File: src/rtl/fiber_bus_initiator.sv
// fiber_bus_initiator: host command to FIBER_BUS register transactions, plus MPD event stream to block FIFO
module fiber_bus_initiator #(
  parameter int ACK_TIMEOUT = 255,
  parameter int GAP_CYCLES  = 2,
  parameter int WCNT_W      = 16
) (
  input  logic              CLK,
  input  logic              RSTb,
  input  logic              i_cmd_valid,
  output logic              o_cmd_ready,
  input  logic              i_cmd_wr,
  input  logic [31:0]       i_cmd_addr,
  input  logic [31:0]       i_cmd_wdata,
  output logic              o_rsp_valid,
  output logic [31:0]       o_rsp_rdata,
  output logic              o_rsp_timeout,
  output logic [31:0]       o_bus_addr,
  output logic [31:0]       o_bus_dout,
  input  logic [31:0]       i_bus_din,
  output logic              o_bus_wr,
  output logic              o_bus_rd,
  input  logic              i_bus_ack,
  input  logic              i_evt_wr,
  input  logic [31:0]       i_evt_data,
  input  logic              i_evt_end,
  output logic              o_evt_full,
  input  logic              i_blk_afull,
  output logic              o_blk_we,
  output logic [31:0]       o_blk_data,
  output logic              o_blk_last,
  output logic              o_blk_done,
  output logic [WCNT_W-1:0] o_blk_words,
  output logic              o_blk_err
);
  localparam int TW = $clog2(ACK_TIMEOUT + 1);
  typedef enum logic [1:0] {S_IDLE, S_ACTIVE, S_GAP} state_t;
  state_t r_state, w_state_nxt;
  logic [TW-1:0] r_tmr;
  logic r_run, r_rsp_valid, r_rsp_timeout, r_bus_wr, r_bus_rd;
  logic [31:0] r_rsp_rdata, r_bus_addr, r_bus_dout;
  logic w_accept, w_ack, w_tmo, w_gap_end;
  logic r_blk_we, r_blk_last, r_blk_done, r_blk_err, r_last_trl;
  logic [31:0] r_blk_data;
  logic [WCNT_W-1:0] r_cnt, r_blk_words;
  logic w_data_wr, w_end_wr, w_trl;

  // r_run keeps CMD_READY low until the first edge after reset release
  assign o_cmd_ready = r_run & (r_state == S_IDLE);
  assign w_accept    = i_cmd_valid & o_cmd_ready;
  assign w_ack       = (r_state == S_ACTIVE) & i_bus_ack;
  assign w_tmo       = (r_state == S_ACTIVE) & ~i_bus_ack & (r_tmr == TW'(ACK_TIMEOUT));
  assign w_gap_end   = (r_state == S_GAP) & (r_tmr == TW'(GAP_CYCLES - 1));

  always_comb begin
    w_state_nxt = r_state;
    case (r_state)
      S_IDLE:   w_state_nxt = w_accept ? S_ACTIVE : S_IDLE;
      S_ACTIVE: w_state_nxt = (w_ack | w_tmo) ? S_GAP : S_ACTIVE;
      S_GAP:    w_state_nxt = w_gap_end ? S_IDLE : S_GAP;
      default:  w_state_nxt = S_IDLE;
    endcase
  end

  always_ff @(posedge CLK or negedge RSTb)
    if (!RSTb) r_state <= S_IDLE;
    else       r_state <= w_state_nxt;

  always_ff @(posedge CLK or negedge RSTb) begin
    if (!RSTb) begin
      r_run         <= 1'b0;
      r_tmr         <= '0;
      r_rsp_valid   <= 1'b0;
      r_rsp_rdata   <= '0;
      r_rsp_timeout <= 1'b0;
      r_bus_addr    <= '0;
      r_bus_dout    <= '0;
      r_bus_wr      <= 1'b0;
      r_bus_rd      <= 1'b0;
    end else begin
      r_run       <= 1'b1;
      r_rsp_valid <= w_ack | w_tmo;
      if (w_accept) begin
        r_bus_addr <= i_cmd_addr;
        r_bus_dout <= i_cmd_wdata;
        r_bus_wr   <= i_cmd_wr;
        r_bus_rd   <= ~i_cmd_wr;
        r_tmr      <= '0;
      end else if (w_ack | w_tmo) begin
        r_rsp_rdata   <= w_ack ? (r_bus_rd ? i_bus_din : 32'h0) : 32'hFFFF_FFFF;
        r_rsp_timeout <= w_tmo;
        r_bus_wr      <= 1'b0;
        r_bus_rd      <= 1'b0;
        r_tmr         <= '0;
      end else if (r_state != S_IDLE) begin
        r_tmr <= r_tmr + 1'b1;
      end
    end
  end

  assign o_rsp_valid   = r_rsp_valid;
  assign o_rsp_rdata   = r_rsp_rdata;
  assign o_rsp_timeout = r_rsp_timeout;
  assign o_bus_addr    = r_bus_addr;
  assign o_bus_dout    = r_bus_dout;
  assign o_bus_wr      = r_bus_wr;
  assign o_bus_rd      = r_bus_rd;

  assign o_evt_full = i_blk_afull;
  assign w_data_wr  = i_evt_wr & ~i_evt_end;
  assign w_end_wr   = i_evt_wr & i_evt_end;
  assign w_trl      = i_evt_data[31:27] == 5'b10001;

  always_ff @(posedge CLK or negedge RSTb) begin
    if (!RSTb) begin
      r_blk_we    <= 1'b0;
      r_blk_data  <= '0;
      r_blk_last  <= 1'b0;
      r_blk_done  <= 1'b0;
      r_blk_words <= '0;
      r_blk_err   <= 1'b0;
      r_cnt       <= '0;
      r_last_trl  <= 1'b0;
    end else begin
      r_blk_we   <= w_data_wr;
      r_blk_done <= w_end_wr;
      if (w_data_wr) begin
        r_blk_data <= i_evt_data;
        r_blk_last <= w_trl;
        r_last_trl <= w_trl;
        r_cnt      <= (&r_cnt) ? r_cnt : r_cnt + 1'b1;
      end
      if (w_end_wr) begin
        r_blk_words <= r_cnt;
        r_blk_err   <= (r_cnt == '0) | ~r_last_trl;
        r_cnt       <= '0;
        r_last_trl  <= 1'b0;
      end
    end
  end

  assign o_blk_we    = r_blk_we;
  assign o_blk_data  = r_blk_data;
  assign o_blk_last  = r_blk_last;
  assign o_blk_done  = r_blk_done;
  assign o_blk_words = r_blk_words;
  assign o_blk_err   = r_blk_err;
endmodule
File: config.mk
export PLATFORM = sky130hd
export DESIGN_NAME = fiber_bus_initiator
export DESIGN_NICKNAME = d
export VERILOG_FILES = /design/src/rtl/fiber_bus_initiator.sv
export SDC_FILE = /design/constraint.sdc
export NUM_CORES = 1
export LEC_CHECK = 0
export ABC_AREA = 1
export BUFFER_PORTS_ARGS = -buffer_cell sky130_fd_sc_hd__buf_4
export CAP_MARGIN = 10
export CORE_ASPECT_RATIO = 1.5
export CORE_MARGIN = 8
export CORE_UTILIZATION = 45
export DETAILED_ROUTE_END_ITERATION = 10
export HOLD_SLACK_MARGIN = 0.1
export PLACE_DENSITY = 0.71
export SYNTH_ARGS = -nofsm -noshare
export SYNTH_HDL_FRONTEND = slang
export SYNTH_SLANG_ARGS = --single-unit
File: constraint.sdc
create_clock -name CLK -period 2.8 [get_ports CLK]
set_input_delay 0.56 -clock CLK [delete_from_list [all_inputs] [get_ports CLK]]
set_output_delay 0.56 -clock CLK [all_outputs]
set_load 0.05 [all_outputs]
==> summary.txt, run 1 <==
Timing
  – Hold Vio Cnt, Final: 0
  – Minimum clock period: 2.09 ns
  – RSZ-0062 raised after global routing: false
  – Highest clock rate: 0.480 GHz
  – Worst slew pin tran: 0.845 ns
  – Setup tns final: 0 ns
  – Setup violators final: 0
  – Count of pins over their slew limit: 0
  – Setup Skew: 0.0158 ns
  – Slew headroom: 43.5%
  – Final period utilization: 74.5%

Outcome
  – Outcome: completed

Global route
  – GR Util All Layers: 19.6%
  – Initial antenna violation count: 0
  – Largest net degree at the start of global routing: 68
  – Vias in the first global route: 6146
  – Global-route wire length before repair: 32.8 mm
  – Gr ovfl total: 0

Cells and area
  – Fin cells: 1217
  – Leading cell types in the layout, fill and taps excluded: buf_4, dfrtp_1, nand2_1
  – Final core utilization: 64.2%
  – Final #Nets: 1140
  – Diodes inserted: 0
  – P&R area growth vs syn: 39.9%
  – Most common cell after layout, fill and taps aside: buf_4
  – Fill cells: 1382
  – Share of cells above drive strength 1: 39.4%

Yosys
  – Syn Inst Count: 715
  – Ys flop type: dfrtp_1
  – EDFF count, synth: 0
  – Area leader, netlist: dfrtp_1
  – Share of flip-flops with an asynchronous set or reset: 100%
  – Syn nets: 855
  – Post-synthesis sequential area ratio: 60.7%
  – Largest cells by area after synthesis: dfrtp_1, nand2_1, mux2_4
  – Syn_area_per_cell: 10.4 sq um
  – Yosys warns: 0
  – Seq cells post-synth: 180
  – Proportion of netlist area held by the largest area contributor: 60.7%
  – Post-synthesis cell area: 7430 sq um
  – Post-synth cell types: 30

Floorplan
  – Full die area: 21000 sq um
  – Die height: 173 um
  – Starting Density: 45.9%
  – Core region area: 16200 sq um
  – Ports: 290
  – Die X: 121 um
  – Row count: 57

Clock network
  – TritonCTS buffer count: 17
  – Clk_lat worst skew: 0.42 ns
  – H-tree depth: 4
  – Post-CTS resize count: 0
  – Clock transition at path regs: 0.07 ns
  – Post-CTS Hold Buffers: 0
  – Total setup buffers inserted after CTS: 0
  – TritonCTS clock tree: yes
  – Clock Path Buffers: 2
  – CTS Sinks: 180
  – Clock tree root buffer cell: clkbuf_16

Placed design
  – I/O Buffers: 287
  – DPL Wire Length: 15.5 mm
  – Inst Count DP: 1187
  – RePlAce Congestion: 0.870

Critical path
  – Crit path DAT: 1.53 ns
  – CP Capture Type: primary output
  – Worst setup path class: flip-flop to primary output
  – CP startpoint kind: flip-flop
  – Crit path max fanout: 7
  – Req. time, crit path: 2.24 ns

Power and ir drop
  – Worst VDD drop: 0.000669 V
  – PwrDens: 1200 nW/um^2
  – Leak: 5.32 nW

Detailed routing
  – Via count: 5968
  – DRC viols: 0
  – Drt pass-1 iters: 4
  – Final WL: 20.6 mm
  – Drt wl/cell: 16.9 um
  – Via density: 4.90
  – DRT antenna net count: 0
  – Starting DRT DRC Count: 471

Hold path
  – Worst hold path type: primary input to asynchronous set/reset pin

Flow run
  – Max Cap Violations: 0
layout make-up:
class                           count  area, sq um  share of cell area, %
Tap cell                          206          258                   2.48
Clock buffer                       17          425                   4.09
Sequential cell                   180         4500                   43.3
Inverter                           35          131                   1.26
Timing Repair Buffer              296         2280                   21.9
Clock inverter                     13          173                   1.66
Multi-Input combinational cell    470         2630                   25.3
metal layers:
metal / global-route usage, % / up-vias / share of wire [%] / wire length, um
li1: - / 2874 / - / -
met1: 21.5 / 2865 / 38 / 7740
met2: 34.9 / 206 / 53 / 11000
met3: 5.61 / 23 / 7.3 / 1520
met4: 7.06 / 0 / 1.8 / 381
met5: 0 / - / 0 / 0
where the power goes:
| group | internal, mW | total [mW] | switching (mW) | leakage, nW |
|---|---|---|---|---|
| logic | 1.95 | 6.06 | 4.11 | 2.81 |
| clock network | 1.41 | 2.46 | 1.05 | 0.285 |
| registers | 3.45 | 3.93 | 0.488 | 2.22 |
| total | 6.81 | 12.5 | 5.64 | 5.32 |
worst paths after layout:
check | startpoint | to | slack (ns) | cells after the start
setup / recovery | r_state[0] | o_cmd_ready | 0.71 | 4
hold / removal | RSTb | r_cnt[6] | 0.15 | 1
setup reg to reg | r_cnt[1] | r_cnt[3] | 0.82 | 7
hold reg to reg | o_blk_data[28] | o_blk_data[28] | 0.47 | 2
max in group asynchronous | RSTb | o_bus_dout[11] | 1.89 | 2
min in group CLK | i_evt_data[12] | o_blk_data[12] | 0.33 | 3
worst max-delay path, stage by stage, from the launching register on:
cell and delay [ns]:
dfrtp_1 0.43, nor2_4 0.22, inv_2 0.10, nor2_4 0.14, buf_4 0.23
registers in the layout, summed over array words and instances, names as in the netlist:
name	flops
o_blk_data	32
o_blk_done	1
o_blk_err	1
o_blk_last	1
o_blk_we	1
o_blk_words	16
o_bus_addr	32
o_bus_dout	32
o_bus_rd	1
o_bus_wr	1
o_rsp_rdata	32
o_rsp_timeout	1
o_rsp_valid	1
r_cnt	16
r_last_trl	1
r_run	1
r_state	2
r_tmr	8
per-stage QoR:
stage          power [mW]  area, sq um  setup slack (ns)  hold slack, ns
3_5_place_dp         10.1         9790             0.844           0.460
3_3_place_gp         9.99         9790             0.868           0.455
6_report             12.5        10400             0.715           0.150
2_1_floorplan        8.07         7430              1.01           0.264
5_1_grt              13.0        10400             0.646           0.185
4_1_cts              12.6        10400             0.699           0.161
kinds of logic (layout without fill, tap and decap cells):
logic type	count (synthesis)	in the layout	synth area share, %
and+or+nand+nor	313	313	17.0
DFF	180	180	60.7
AOI/OAI and AO/OA	79	79	5.37
buffers and inverters	65	361	4.06
muxes	64	64	11.1
xor gates and xnor gates	9	9	1.06
adders and majority gates	4	4	0.674
other	1	1	0.0505
cell usage after synthesis, types with 3 or more instances:
library cell / number
dfrtp_1: 180
nand2_1: 176
nor2_1: 95
a21oi_1: 40
o21ai_0: 37
mux2_2: 36
inv_1: 33
mux2_4: 28
nand3_1: 20
clkbuf_1: 16
xor2_1: 8
nor3_1: 6
buf_6: 5
nand4_1: 5
buf_2: 4
buf_4: 4
ha_1: 4
nor4_1: 3
Note: power is estimated with default switching activity, not from simulation.
==> run 2, diff against run 1 <==
--- a/config.mk
+++ b/config.mk
@@ -10,10 +10,10 @@
 export CAP_MARGIN = 10
 export CORE_ASPECT_RATIO = 1.5
 export CORE_MARGIN = 8
-export CORE_UTILIZATION = 45
+export CORE_UTILIZATION = 44
 export DETAILED_ROUTE_END_ITERATION = 10
 export HOLD_SLACK_MARGIN = 0.1
-export PLACE_DENSITY = 0.71
+export PLACE_DENSITY = 0.72
 export SYNTH_ARGS = -nofsm -noshare
 export SYNTH_HDL_FRONTEND = slang
 export SYNTH_SLANG_ARGS = --single-unit
==> constraint.sdc (replaced) <==
create_clock -name CLK -period 1.8 [get_ports CLK]
set_input_delay 0.36 -clock CLK [delete_from_list [all_inputs] [get_ports CLK]]
set_output_delay 0.36 -clock CLK [all_outputs]
set_load 0.05 [all_outputs]
==> run 2 against run 1 <==
Against the previous run: clock-buffer cell count did not move; die area rose by 2.0%; power rose by 55%; critical path type unchanged; largest cell class unchanged.
==> summary.txt, run 2 (synthesis results as in run 1) <==
Outcome
  – Outcome: completed

Floorplan
  – Die X: 122 um (+0.98%)
  – Row count: 58 (+1.8%)
  – Die height: 175 um (+1.0%)
  – Full die area: 21400 sq um (+2.0%)
  – Core region area: 16600 sq um (+2.7%)
  – Starting Density: 44.7% (-1.2 points)
  – Ports: 290 (unchanged)

Clock network
  – TritonCTS buffer count: 17 (unchanged)
  – CTS Sinks: 180 (unchanged)
  – TritonCTS clock tree: yes
  – H-tree depth: 4 (unchanged)
  – Clk_lat worst skew: 0.42 ns (about the same)
  – Clock Path Buffers: 2 (unchanged)
  – Clock transition at path regs: 0.07 ns (about the same)
  – Clock tree root buffer cell: clkbuf_16

Timing
  – Hold Vio Cnt, Final: 0 (unchanged)
  – RSZ-0062 raised after global routing: false
  – Setup violators final: 0 (unchanged)
  – Setup Skew: 0.00915 ns (-0.00668 ns)
  – Count of pins over their slew limit: 0 (unchanged)
  – Final period utilization: 95.9%
  – Worst slew pin tran: 0.523 ns (-0.322 ns)
  – Slew headroom: 65.2% (+22 points)
  – Minimum clock period: 1.73 ns
  – Highest clock rate: 0.579 GHz

Critical path
  – Worst-case reg-to-reg path depth: 7 (unchanged)
  – Reg2reg end: r_cnt[6]
  – Crit path DAT: 1.37 ns (-0.16 ns)
  – Worst setup path endpoint: o_cmd_ready
  – Critical path's largest stage delay: 0.43 ns (about the same)
  – WP depth: 4 (unchanged)
  – CP Capture Type: primary output
  – Kind of cell adding the most delay to the critical path: flip-flops
  – Slowest-stage cell, CP: dfrtp_1
  – Req. time, crit path: 1.44 ns (-0.80 ns)
  – Critical path launch point: r_state[0]
  – CP most frequent cell: nor2_4
  – R2r startpoint: r_cnt[0]
  – CP startpoint kind: flip-flop
  – Crit path buf inv count: 2 (unchanged)
  – R2R Setup Slk: 0.15 ns (-0.67 ns)
  – Crit path max fanout: 4 (-3)
  – Worst setup path class: flip-flop to primary output
  – Critical-path cell list: nor2_4 -> inv_2 -> nor2_4 -> buf_6

Detailed routing
  – Via density: 4.86 (-0.95%)
  – DRC viols: 0 (unchanged)
  – Drt pass-1 iters: 4 (unchanged)
  – Starting DRT DRC Count: 319 (-32%)
  – DRT antenna net count: 0 (unchanged)
  – Drt wl/cell: 16.8 um (-0.71%)
  – Final WL: 20.8 mm (+0.76%)
  – Via count: 5999 (+0.52%)

Cells and area
  – Diodes inserted: 0 (unchanged)
  – Share of cells above drive strength 1: 40.4% (+1.0 points)
  – Fill cells: 1377 (-0.36%)
  – P&R area growth vs syn: 42.2%
  – Final core utilization: 63.6% (-0.64 points)
  – Leading cell types in the layout, fill and taps excluded: buf_4, dfrtp_1, nand2_1
  – Most common cell after layout, fill and taps aside: buf_4
  – Final #Nets: 1152 (+1.1%)

Placed design
  – DPL Wire Length: 15.8 mm (+1.9%)
  – RePlAce Congestion: 0.899 (+3.3%)
  – I/O Buffers: 287 (unchanged)

Power and ir drop
  – Worst VDD drop: 0.00108 V (+61%)
  – Leak: 5.40 nW (+1.6%)
  – Design Power: 19.3 mW (+55%)
  – PwrDens: 1830 nW/um^2 (+53%)

Global route
  – Vias in the first global route: 6280 (+2.2%)
  – Global-route wire length before repair: 32.9 mm (+0.25%)
  – Largest net degree at the start of global routing: 50 (-26%)
  – Initial antenna violation count: 0 (unchanged)
  – GR Util All Layers: 19.5% (-0.15 points)
  – Gr ovfl total: 0 (unchanged)

Hold path
  – Worst hold path type: primary input to flip-flop
  – Worst min-delay path startpoint: i_evt_data[5]

Flow run
  – Max Cap Violations: 0 (unchanged)
## run 2: worst min-delay path by stage
stage | endpoint | cells past startpoint
2_1_floorplan | o_blk_data[0] | 0
3_3_place_gp | o_blk_words[0] | 1
3_5_place_dp | o_blk_words[0] | 1
4_1_cts | o_blk_data[8] | 3
5_1_grt | o_blk_data[5] | 3
6_report | o_blk_data[5] | 3
## run 2: per-layer routing
metal	GRT usage (%)	part of all wire (%)	vias up	routed length [um]
met5	0	0	-	0
met1	21.1	37	2862	7640
met3	6.01	7.4	35	1530
met2	34.5	53	198	11100
met4	7.19	2.5	0	514
li1	-	-	2904	-
## run 2: power breakdown
group          switching, mW  internal (mW)
sequential             0.748           5.36
clock                   1.67           2.09
combinational           6.40           3.08
## run 2: repair_timing
action	in CTS	in global routing
endpoints found under the setup margin	9	43
gates resized for setup	2	4
hold buffers	1	0
pin swaps	1	0
hold endpoints to repair	43	0
buffers inserted	1	0
## run 2: worst min-delay path, stage by stage
cell	delay (ns)
buf_4	0.07
nand2_1	0.04
nand2_1	0.05
## run 2: metrics by stage
step / hold WS [ns] / setup WS [ns] / cells / area (sq um) / TNS (ns)
2_1_floorplan: 0.0644 / 0.00745 / 715 / 7430 / 0
3_3_place_gp: 0.351 / 0.0106 / 1201 / 9920 / 0
3_5_place_dp: 0.349 / -0.177 / 1201 / 9920 / -0.918
4_1_cts: 0.113 / 0.0300 / 1235 / 10500 / 0
5_1_grt: 0.123 / 0.0104 / 1235 / 10600 / 0
6_report: 0.132 / 0.0734 / 1235 / 10600 / 0
## run 2: layout make-up
| cell class | count | area (sq um) | area share [%] |
|---|---|---|---|
| multi-input combinational | 470 | 2640 | 25.0 |
| clock buffer | 17 | 425 | 4.03 |
| tap | 210 | 263 | 2.49 |
| inverter | 35 | 131 | 1.24 |
| sequential | 180 | 4500 | 42.6 |
| timing repair buffer | 308 | 2430 | 23.0 |
| clock inverter | 15 | 171 | 1.62 |
==> run 3, diff against run 2 <==
--- a/config.mk
+++ b/config.mk
@@ -10,10 +10,11 @@
 export CAP_MARGIN = 10
 export CORE_ASPECT_RATIO = 1.5
 export CORE_MARGIN = 8
-export CORE_UTILIZATION = 44
+export CORE_UTILIZATION = 45
 export DETAILED_ROUTE_END_ITERATION = 10
 export HOLD_SLACK_MARGIN = 0.1
-export PLACE_DENSITY = 0.72
+export MAX_ROUTING_LAYER = met4
+export PLACE_DENSITY = 0.71
 export SYNTH_ARGS = -nofsm -noshare
 export SYNTH_HDL_FRONTEND = slang
 export SYNTH_SLANG_ARGS = --single-unit
==> constraint.sdc (replaced) <==
create_clock -name CLK -period 2.16 [get_ports CLK]
set_input_delay 0.432 -clock CLK [delete_from_list [all_inputs] [get_ports CLK]]
set_output_delay 0.432 -clock CLK [all_outputs]
set_load 0.05 [all_outputs]
==> run 3 against run 2 <==
Against the previous run: combinational power shrank 17%; worst setup slack improved by 0.17 ns; clock skew increased by 0.0061 ns; sequential power down 16%; clock power shrank 21%; critical path type unchanged; largest cell class unchanged.
==> summary.txt, run 3 (synthesis results as in run 1) <==
Outcome
  – Outcome: completed

Detailed routing
  – Final WL: 20.8 mm (+0.25%)
  – Via density: 4.86 (about the same)
  – DRC viols: 0 (unchanged)
  – Via count: 5963 (-0.60%)
  – Drt pass-1 iters: 4 (unchanged)
  – DRT antenna net count: 0 (unchanged)
  – Drt wl/cell: 17.0 um (+0.90%)
  – Starting DRT DRC Count: 363 (+14%)

Global route
  – Vias in the first global route: 6180 (-1.6%)
  – Largest net degree at the start of global routing: 46 (-8.0%)
  – Gr ovfl total: 0 (unchanged)
  – Global-route wire length before repair: 33.3 mm (+1.1%)
  – GR Util All Layers: 20.6% (+1.1 points)
  – Initial antenna violation count: 0 (unchanged)

Critical path
  – CP startpoint kind: flip-flop
  – R2R Setup Slk: 0.29 ns (+0.14 ns)
  – CP Capture Type: primary output
  – Req. time, crit path: 1.73 ns (+0.29 ns)
  – Reg2reg end: r_cnt[6]
  – Worst-case reg-to-reg path depth: 7 (unchanged)
  – Crit path max fanout: 7 (+3)
  – Crit path buf inv count: 2 (unchanged)
  – Critical-path cell list: nor2_4 -> inv_2 -> nor2_4 -> buf_4
  – Crit path DAT: 1.49 ns (+0.12 ns)
  – Kind of cell adding the most delay to the critical path: flip-flops
  – R2r startpoint: r_cnt[1]
  – Critical path's largest stage delay: 0.43 ns (about the same)
  – Worst setup path class: flip-flop to primary output
  – CP most frequent cell: nor2_4
  – Slowest-stage cell, CP: dfrtp_1

Placed design
  – RePlAce Congestion: 0.919 (+2.2%)
  – Post-DP Area: 9850 sq um (-0.78%)
  – DPL Wire Length: 15.9 mm (+0.12%)
  – I/O Buffers: 287 (unchanged)

Power and ir drop
  – PwrDens: 1530 nW/um^2 (-17%)
  – Worst VDD drop: 0.000995 V (-7.5%)
  – Clock power frac: 18.6% (-0.8 points)
  – Leak: 5.35 nW (-1.1%)
  – Switching Power: 7.36 mW (-17%)
  – Seq pwr share: 32.2% (+0.6 points)
  – Combinational power share: 49.3% (+0.3 points)
  – Switching Share: 46.2% (+0.67 points)
  – Int Power: 8.56 mW (-19%)

Floorplan
  – Ports: 290 (unchanged)
  – Starting Density: 45.9% (+1.2 points)
  – Die X: 121 um (-0.97%)
  – Row count: 57 (-1.7%)
  – Die height: 173 um (-1.0%)
  – Core region area: 16200 sq um (-2.6%)
  – Full die area: 21000 sq um (-2.0%)

Cells and area
  – Diodes inserted: 0 (unchanged)
  – Share of cells above drive strength 1: 39.7% (-0.72 points)
  – P&R area growth vs syn: 40.3%
  – Fill cells: 1368 (-0.65%)
  – Final Cell Area: 10400 sq um (-1.3%)
  – Leading cell types in the layout, fill and taps excluded: buf_4, dfrtp_1, nand2_1
  – Final core utilization: 64.4% (+0.82 points)
  – Final #Nets: 1148 (-0.35%)
  – Most common cell after layout, fill and taps aside: buf_4

Timing
  – Slew headroom: 51.9% (-13 points)
  – RSZ-0062 raised after global routing: false
  – Minimum clock period: 1.92 ns
  – Count of pins over their slew limit: 0 (unchanged)
  – Setup violators final: 0 (unchanged)
  – Highest clock rate: 0.521 GHz
  – Worst slew pin tran: 0.719 ns (+0.196 ns)
  – Hold Vio Cnt, Final: 0 (unchanged)
  – Final period utilization: 88.9%
  – Setup tns final: 0 ns (unchanged)
  – Setup Skew: 0.0152 ns (+0.00609 ns)

Clock network
  – Total setup buffers inserted after CTS: 0 (-1)
  – Clk_lat worst skew: 0.42 ns (about the same)
  – Clock Path Buffers: 2 (unchanged)
  – TritonCTS buffer count: 17 (unchanged)
  – Post-CTS resize count: 0 (-2)
  – TritonCTS clock tree: yes
  – CTS Sinks: 180 (unchanged)
  – Clock transition at path regs: 0.08 ns (about the same)
  – Post-CTS Hold Buffers: 1 (unchanged)
  – H-tree depth: 4 (unchanged)
  – Clock tree root buffer cell: clkbuf_16

Flow run
  – Max Cap Violations: 0 (unchanged)

Hold path
  – Worst hold path type: primary input to flip-flop
  – Worst Hold Path Cells: 3 (unchanged)
  – Worst min-delay path startpoint: i_evt_data[8]
  – Hold EP: o_blk_data[8]
-- run 3: cell types whose count changed in the layout (fill, tap and decap cells not counted), sizes merged --
| cell | change |
|---|---|
| buf | -4 |
| clkbuf | +3 |
| bufinv | -2 |
| inv | -1 |
-- run 3: worst max path at each step --
| stage | startpoint | endpoint | slack (ns) | depth (start not counted) |
|---|---|---|---|---|
| CTS | r_state[0] | o_cmd_ready | 0.22 | 4 |
| floorplan | r_state[0] | o_bus_addr[0] | 0.37 | 7 |
| global placement | r_state[0] | o_bus_wr | 0.40 | 7 |
| detailed placement | r_cnt[1] | r_cnt[6] | 0.32 | 7 |
| global route | r_cnt[1] | r_cnt[6] | 0.14 | 8 |
| finish | r_state[0] | o_cmd_ready | 0.24 | 4 |
-- run 3: stage by stage --
stage,setup slack [ns],std cells,hold slack [ns],power [mW]
5_1_grt,0.137,1227,0.204,16.7
6_report,0.239,1227,0.206,15.9
3_3_place_gp,0.405,1194,0.397,13.0
4_1_cts,0.218,1227,0.185,16.1
3_5_place_dp,0.316,1194,0.401,13.1
2_1_floorplan,0.367,715,0.136,10.5
-- run 3: worst min-delay path, stage by stage --
cell and delay [ns]:
buf_4 0.08, nand2_1 0.04, nand2_1 0.05
-- run 3: layer usage --
| metal | share of wire (%) | track usage, % |
|---|---|---|
| met1 | 38 | 22.6 |
| met2 | 53 | 35.5 |
| met3 | 6.9 | 5.41 |
| met4 | 2.0 | 6.53 |
| met5 | 0 | - |
-- run 3: power by group through the flow --
stage | combinational (mW) | sequential (mW) | clock [mW]
6_report | 7.85 | 5.12 | 2.96
4_1_cts | 7.94 | 5.12 | 3.03
2_1_floorplan | 1.72 | 8.74 | 0
3_5_place_dp | 7.92 | 5.17 | 0
3_3_place_gp | 7.83 | 5.12 | 0
5_1_grt | 8.23 | 5.26 | 3.16
-- run 3: final cells by class --
class | instances | area [sq um] | share of cell area [%]
flip-flops and latches | 180 | 4500 | 43.2
multi-input cells | 470 | 2630 | 25.2
inverters | 35 | 131 | 1.26
well taps | 206 | 258 | 2.47
repair buffers | 304 | 2340 | 22.4
clock buffers | 20 | 447 | 4.29
clock inverters | 12 | 118 | 1.13
